[src/rtl/shift_serializer_pkg.sv]
// Shared types and constants for the block-to-beat shift serializer.
// Imported by the serializer RTL and its bench.
package shift_serializer_pkg;

    localparam int DATA_W = 32;
    localparam int WORDS  = 8;
    localparam int CNT_W  = $clog2(WORDS);

    typedef enum logic {
        IDLE,
        SEND
    } state_e;

    typedef logic [DATA_W*WORDS-1:0] block_t;

endpackage

[src/rtl/shift_serializer.sv]
// Serializes one wide block into WORDS beats, word 0 first, with a
// one-block holding slot so consecutive blocks stream without a bubble.
module shift_serializer #(
    parameter int DATA_W = 32,
    parameter int WORDS  = 8
) (
    input  logic                     clk_data,
    input  logic                     rst_n,
    input  logic [DATA_W*WORDS-1:0]  data_i,
    input  logic                     in_valid_i,
    output logic                     in_ready_o,
    output logic [DATA_W-1:0]        data_o,
    output logic                     out_valid_o,
    input  logic                     out_ready_i,
    output logic                     last_o
);

    import shift_serializer_pkg::*;

    localparam int BLK_W = DATA_W * WORDS;
    localparam int CW    = $clog2(WORDS);
    localparam logic [CW-1:0] LAST = CW'(WORDS - 1);

    state_e             state_q, state_d;
    logic [BLK_W-1:0]   sreg_q, sreg_d;
    logic [BLK_W-1:0]   pend_q, pend_d;
    logic               pend_valid_q, pend_valid_d;
    logic [CW-1:0]      cnt_q, cnt_d;

    logic accept;
    logic xfer;
    logic last_xfer;

    assign data_o      = sreg_q[BLK_W-1 -: DATA_W];
    assign out_valid_o = (state_q == SEND);
    assign last_o      = out_valid_o && (cnt_q == LAST);
    assign in_ready_o  = rst_n && !pend_valid_q;

    assign accept    = in_valid_i && in_ready_o;
    assign xfer      = out_valid_o && out_ready_i;
    assign last_xfer = xfer && (cnt_q == LAST);

    always_comb begin
        state_d      = state_q;
        sreg_d       = sreg_q;
        pend_d       = pend_q;
        pend_valid_d = pend_valid_q;
        cnt_d        = cnt_q;
        unique case (state_q)
            IDLE: begin
                if (accept) begin
                    sreg_d  = data_i;
                    cnt_d   = '0;
                    state_d = SEND;
                end
            end
            SEND: begin
                if (xfer && !last_xfer) begin
                    sreg_d = sreg_q << DATA_W;
                    cnt_d  = cnt_q + 1'b1;
                end else if (last_xfer) begin
                    if (pend_valid_q) begin
                        sreg_d       = pend_q;
                        cnt_d        = '0;
                        pend_valid_d = 1'b0;
                    end else if (accept) begin
                        sreg_d = data_i;
                        cnt_d  = '0;
                    end else begin
                        state_d = IDLE;
                    end
                end
                // A block arriving mid-stream parks in the holding slot
                if (accept && !last_xfer) begin
                    pend_d       = data_i;
                    pend_valid_d = 1'b1;
                end
            end
            default: state_d = IDLE;
        endcase
    end

    always_ff @(posedge clk_data) begin
        if (!rst_n) begin
            state_q      <= IDLE;
            sreg_q       <= '0;
            pend_q       <= '0;
            pend_valid_q <= 1'b0;
            cnt_q        <= '0;
        end else begin
            state_q      <= state_d;
            sreg_q       <= sreg_d;
            pend_q       <= pend_d;
            pend_valid_q <= pend_valid_d;
            cnt_q        <= cnt_d;
        end
    end

endmodule

[config.mk]
export PLATFORM = sky130hd
export DESIGN_NAME = shift_serializer
export DESIGN_NICKNAME = d
export VERILOG_FILES = /design/src/rtl/shift_serializer_pkg.sv /design/src/rtl/shift_serializer.sv
export SDC_FILE = /design/constraint.sdc
export NUM_CORES = 1
export LEC_CHECK = 0
export CAP_MARGIN = 40
export CORE_MARGIN = 10
export CORE_UTILIZATION = 51
export DETAILED_ROUTE_END_ITERATION = 6
export PLACE_DENSITY_LB_ADDON = 0.08
export SYNTH_ARGS = -nofsm -noshare
export SYNTH_HDL_FRONTEND = slang
export SYNTH_SLANG_ARGS = --single-unit
[constraint.sdc]
create_clock -name clk_data -period 3.3 [get_ports clk_data]
set_input_delay 0.495 -clock clk_data [delete_from_list [all_inputs] [get_ports clk_data]]
set_output_delay 0.495 -clock clk_data [all_outputs]
set_load 0.05 [all_outputs]
# Word-level counts from Yosys, hierarchy flattened
# Cells that the tools add are included.
# word_totals
elab_cells	40
inputBits	260
reg_bits	517
out_inout_bits	35
# classes
n_reduce_logical	12
muxes	18
bitwise_logic	1
n_addsub	1
n_eq_ne	3
# op_table
operator	n
256-bit two-way mux	4
256-bit one-hot mux with 2 select lines	1
3-bit two-way mux	4
1-bit logical AND	7
1-bit two-way mux	7
3-bit one-hot mux with 2 select lines	1
3-bit by 1-bit adder with 3-bit output, second input constant	1
3-bit == test, second input constant	1
3-bit by 1-bit inequality test with 1-bit output, second input constant	1
3-bit AND reduction	1
1-bit logical NOT	2
2-bit by 1-bit inequality test with 1-bit output, second input constant	1
1-bit one-hot mux with 2 select lines	1
2-bit AND reduction	1
2-bit nonzero test	1
1-bit inverter	1

# Logic depth before layout (Yosys ltp)
# logic_depth
word_depth	8
mapped_depth	10
depth_no_buf	5

# Worst setup path after synthesis
# OpenSTA, ideal clock, no wires.
# synth_path
path_type	input to output
from	input port rst_n
to	output port in_ready_o
t_required_ns	2.805
arrival_time_ns	1.720
stages	5
path_slack_ns	1.085
n_path_buf	3
path_cell_list	buf_2 -> buf_2 -> inv_2 -> clkbuf_1 -> nor2_1
# synth_via
elab_chain_cells	1
# synth_lines
item	line	text
from (decl)	shift_serializer.sv:8	input logic rst_n,
1-bit logical AND	shift_serializer.sv:37	assign in_ready_o = rst_n && !pend_valid_q;
to (decl)	shift_serializer.sv:11	output logic in_ready_o,
# Every way passes these cells.

# Worst setup path after layout
# layout_path
from	register cnt_q[0]
to	output port last_o
# layout_via
elab_chain_cells	2
# layout_lines
item	line	text
from (decl)	shift_serializer.sv:28	logic [CW-1:0] cnt_q, cnt_d;
from (signal assigned)	shift_serializer.sv:95	cnt_q <= cnt_d;
3-bit == test	shift_serializer.sv:36	assign last_o = out_valid_o && (cnt_q == LAST);
1-bit logical AND	shift_serializer.sv:36	
to (decl)	shift_serializer.sv:15	output logic last_o
# Every way passes these cells.

==> results.md <==
* Worst-Skew Late Latency at just over 600 ps
* Reg clk slew, reported paths at 60 ps
* Initial drt markers at 2590
* Synthesized cell area at 22600 um^2
* Clock sinks at 517
* CTS Buffer Depth at 3
* Buffers on Ports at 294
* Yosys top cell area share at 0.459
* Worst R2R End: pend_q[3]
* Synth Instances at 2628
* Power, Total at 15.4 mW
* Synth Register Bits at 517
* Initial antenna violation count at 3
* IO Count at around 300
* Top cells by count, synth: 517 x dfxtp_1, 474 x nand3_1, 292 x a21oi_1, 263 x o21ai_0, 184 x a32oi_1
* RD Place Congestion at 0.866
* CP arrival at 2530 ps
* Full die area at 53100 um^2
* Register area share after synthesis at 0.459
* Final min period at 3020 ps
* Worst Hold Launch: rst_n
* CTS buffer count at 54
* Core area at 43900 um^2
* Final wirelength at 79600 um
* Synth cell types at 42
* Total GRT Usage at 0.280
* Die Width at 230 um
* Main synth FF type: dfxtp_1
* WL/cell at 23.9 um
* Leading area contributor after synthesis: dfxtp_1
* Area Growth Syn to Fin at 20.5%
* RSZ-0062 raised after global routing: no
* Setup Fix Bufs, Post-CTS at 0
* Synth area leaders: dfxtp_1 46%, nand3_1 11%, a32oi_1 7.1%
* Root Driver: clkbuf_16
* Number of synthesized flops with an enable pin at 0
* Vias per cell at 6.50
* Fin crit share at 0.916
* Max Cap Viol at 0
* Vias in the first global route at 20.3k
* Share of cells above drive strength 1 at 0.0578
* Fin. Hold Viols at 0
* Ys Warns at 0
* Overflow after GRT at 0
* TritonRoute pass-1 iters at 6
* Dpl hpwl at 49400 um
* Routed Antenna Nets at 0
* P per Cell Area at 568 nW/um^2
* WP data required at approximately 2800 ps
* Global-route wire length before repair at 120000 um
* Avg Inst Size Synth at approximately 8.6 um^2
* WHS Endpoint: cnt_q[0]
* Leakage power figure at 8.67 nW
* CTS tree: built
* Crit-path max FO at 16
* Critical path launch point type: flop
* CTS Hold Bufs at 0
* Initial Util at 0.514
* Hold Path Depth at 3
* Post-cts resize count at 0
* Rel. slew slack at 0.479
* Die H at 230 um
* Worst reg2reg path depth at 6
* Worst hold-check path type: in -> reg
* Total negative slack at 0 ps
* Async SR Flop Fraction at 0
* Reg2reg start: cnt_q[0]
* Critical path type: reg -> out
* F_max at 331 MHz
* Count leader, synth: dfxtp_1
* Via count at about 22k
* # setup viols final at 0
* H-tree levels at 2
* Run status: complete, no violations
* Tightest Pin Transition at approximately 800 ps
* Peak supply drop at ~0.00035 V
* NumNets Final at roughly 3.0k
* Crit. End Element: output pin
* Largest net degree at the start of global routing at between 150 and 200
* Syn Nets at 2890
* Core Rows at 77
* Pins Over Slew Limit at 0
* Setup Skew at 13.4 ps
* DRC viols at 0
* R2R Setup Slk at 760 ps
[critical path: stages, from the launching register on]
cell and delay (ps):
dfxtp_1 370, ha_1 170, ha_2 400, and2_1 180
clkdlybuf4s50_1 800
[sequential cells by signal (all words and copies together), names as in the netlist]
register	flops
sreg_q	256
pend_valid_q	1
out_valid_o	1
pend_q	256
cnt_q	3
[through the flow]
| stage | hold slack [ps] | worst slack, ps | cell area, um^2 | util | instances |
|---|---|---|---|---|---|
| global placement | 454 | 663 | 25200 | 0.573 | 3224 |
| global route | 245 | 170 | 27200 | 0.619 | 3327 |
| floorplan | 438 | 1080 | 22600 | - | 2628 |
| CTS | 195 | 239 | 27200 | 0.619 | 3326 |
| detailed placement | 457 | 608 | 25200 | 0.574 | 3226 |
| finish | 213 | 277 | 27200 | 0.619 | 3327 |
[worst max path at each step]
stage / startpoint / end / slack (ps) / cells past startpoint
after floorplan: rst_n / in_ready_o / 1080 / 5
after global placement: out_ready_i / sreg_q[20] / 660 / 5
after detailed placement: out_ready_i / sreg_q[27] / 610 / 5
after CTS: cnt_q[0] / last_o / 240 / 4
after global routing: cnt_q[0] / last_o / 170 / 4
final: cnt_q[0] / last_o / 280 / 4
[layer usage]
layer  routed length, um  up-vias  part of all wire  GRT usage
met1               32400    10600              0.41      0.368
met3                6210      143             0.078     0.0476
met2               37900     1010              0.48      0.450
met4                3080        4             0.039      0.113
li1                    -     9886                 -          -
met5                  27        -           0.00034          0
[layout by cell type, fill, tap and decap left out, drive strengths merged, types with 2 or more instances in the layout]
| cell type | count |
|---|---|
| dfxtp | 517 |
| nand3 | 474 |
| a21oi | 292 |
| clkdlybuf4s50 | 292 |
| o21ai | 263 |
| a32oi | 184 |
| inv | 184 |
| o211ai | 181 |
| clkbuf | 82 |
| a221o | 71 |
| buf | 57 |
| nand2b | 39 |
| and3 | 36 |
| clkinv | 9 |
| bufinv | 8 |
| nand2 | 4 |
| a32o | 4 |
| nor2b | 3 |
| a2111oi | 3 |
| o221ai | 3 |
| and3b | 3 |
| and2 | 2 |
| a22o | 2 |
| a31oi | 2 |
| nor2 | 2 |
| and4 | 2 |
| a21boi | 2 |
| ha | 2 |
[kinds of logic after synthesis]
kind of cell / count (synthesis) / synth area share
AO/OA/AOI/OAI: 1012 / 0.294
adder cells (fa/ha/maj): 2 / 0.00111
AND/OR/NAND/NOR: 571 / 0.133
buffers and inverters: 526 / 0.113
flip-flops: 517 / 0.459
[cell type report]
type / instances / area, um^2
Timing Repair Buffer: 349 / 3730
Clock buffer: 82 / 1670
Inverter: 183 / 694
Sequential cell: 517 / 10300
Multi-Input combinational cell: 1585 / 9710
Clock inverter: 18 / 298
Antenna cell: 1 / 2.50
Fill cell: 3803 / 16700
Tap cell: 592 / 741
[power by group]
part / switching (mW) / internal, mW
clock network: 2.58 / 4.11
logic: 1.18 / 0.734
registers: 0.280 / 6.56
total: 4.04 / 11.4
Note: power is estimated with default switching activity, not from simulation.
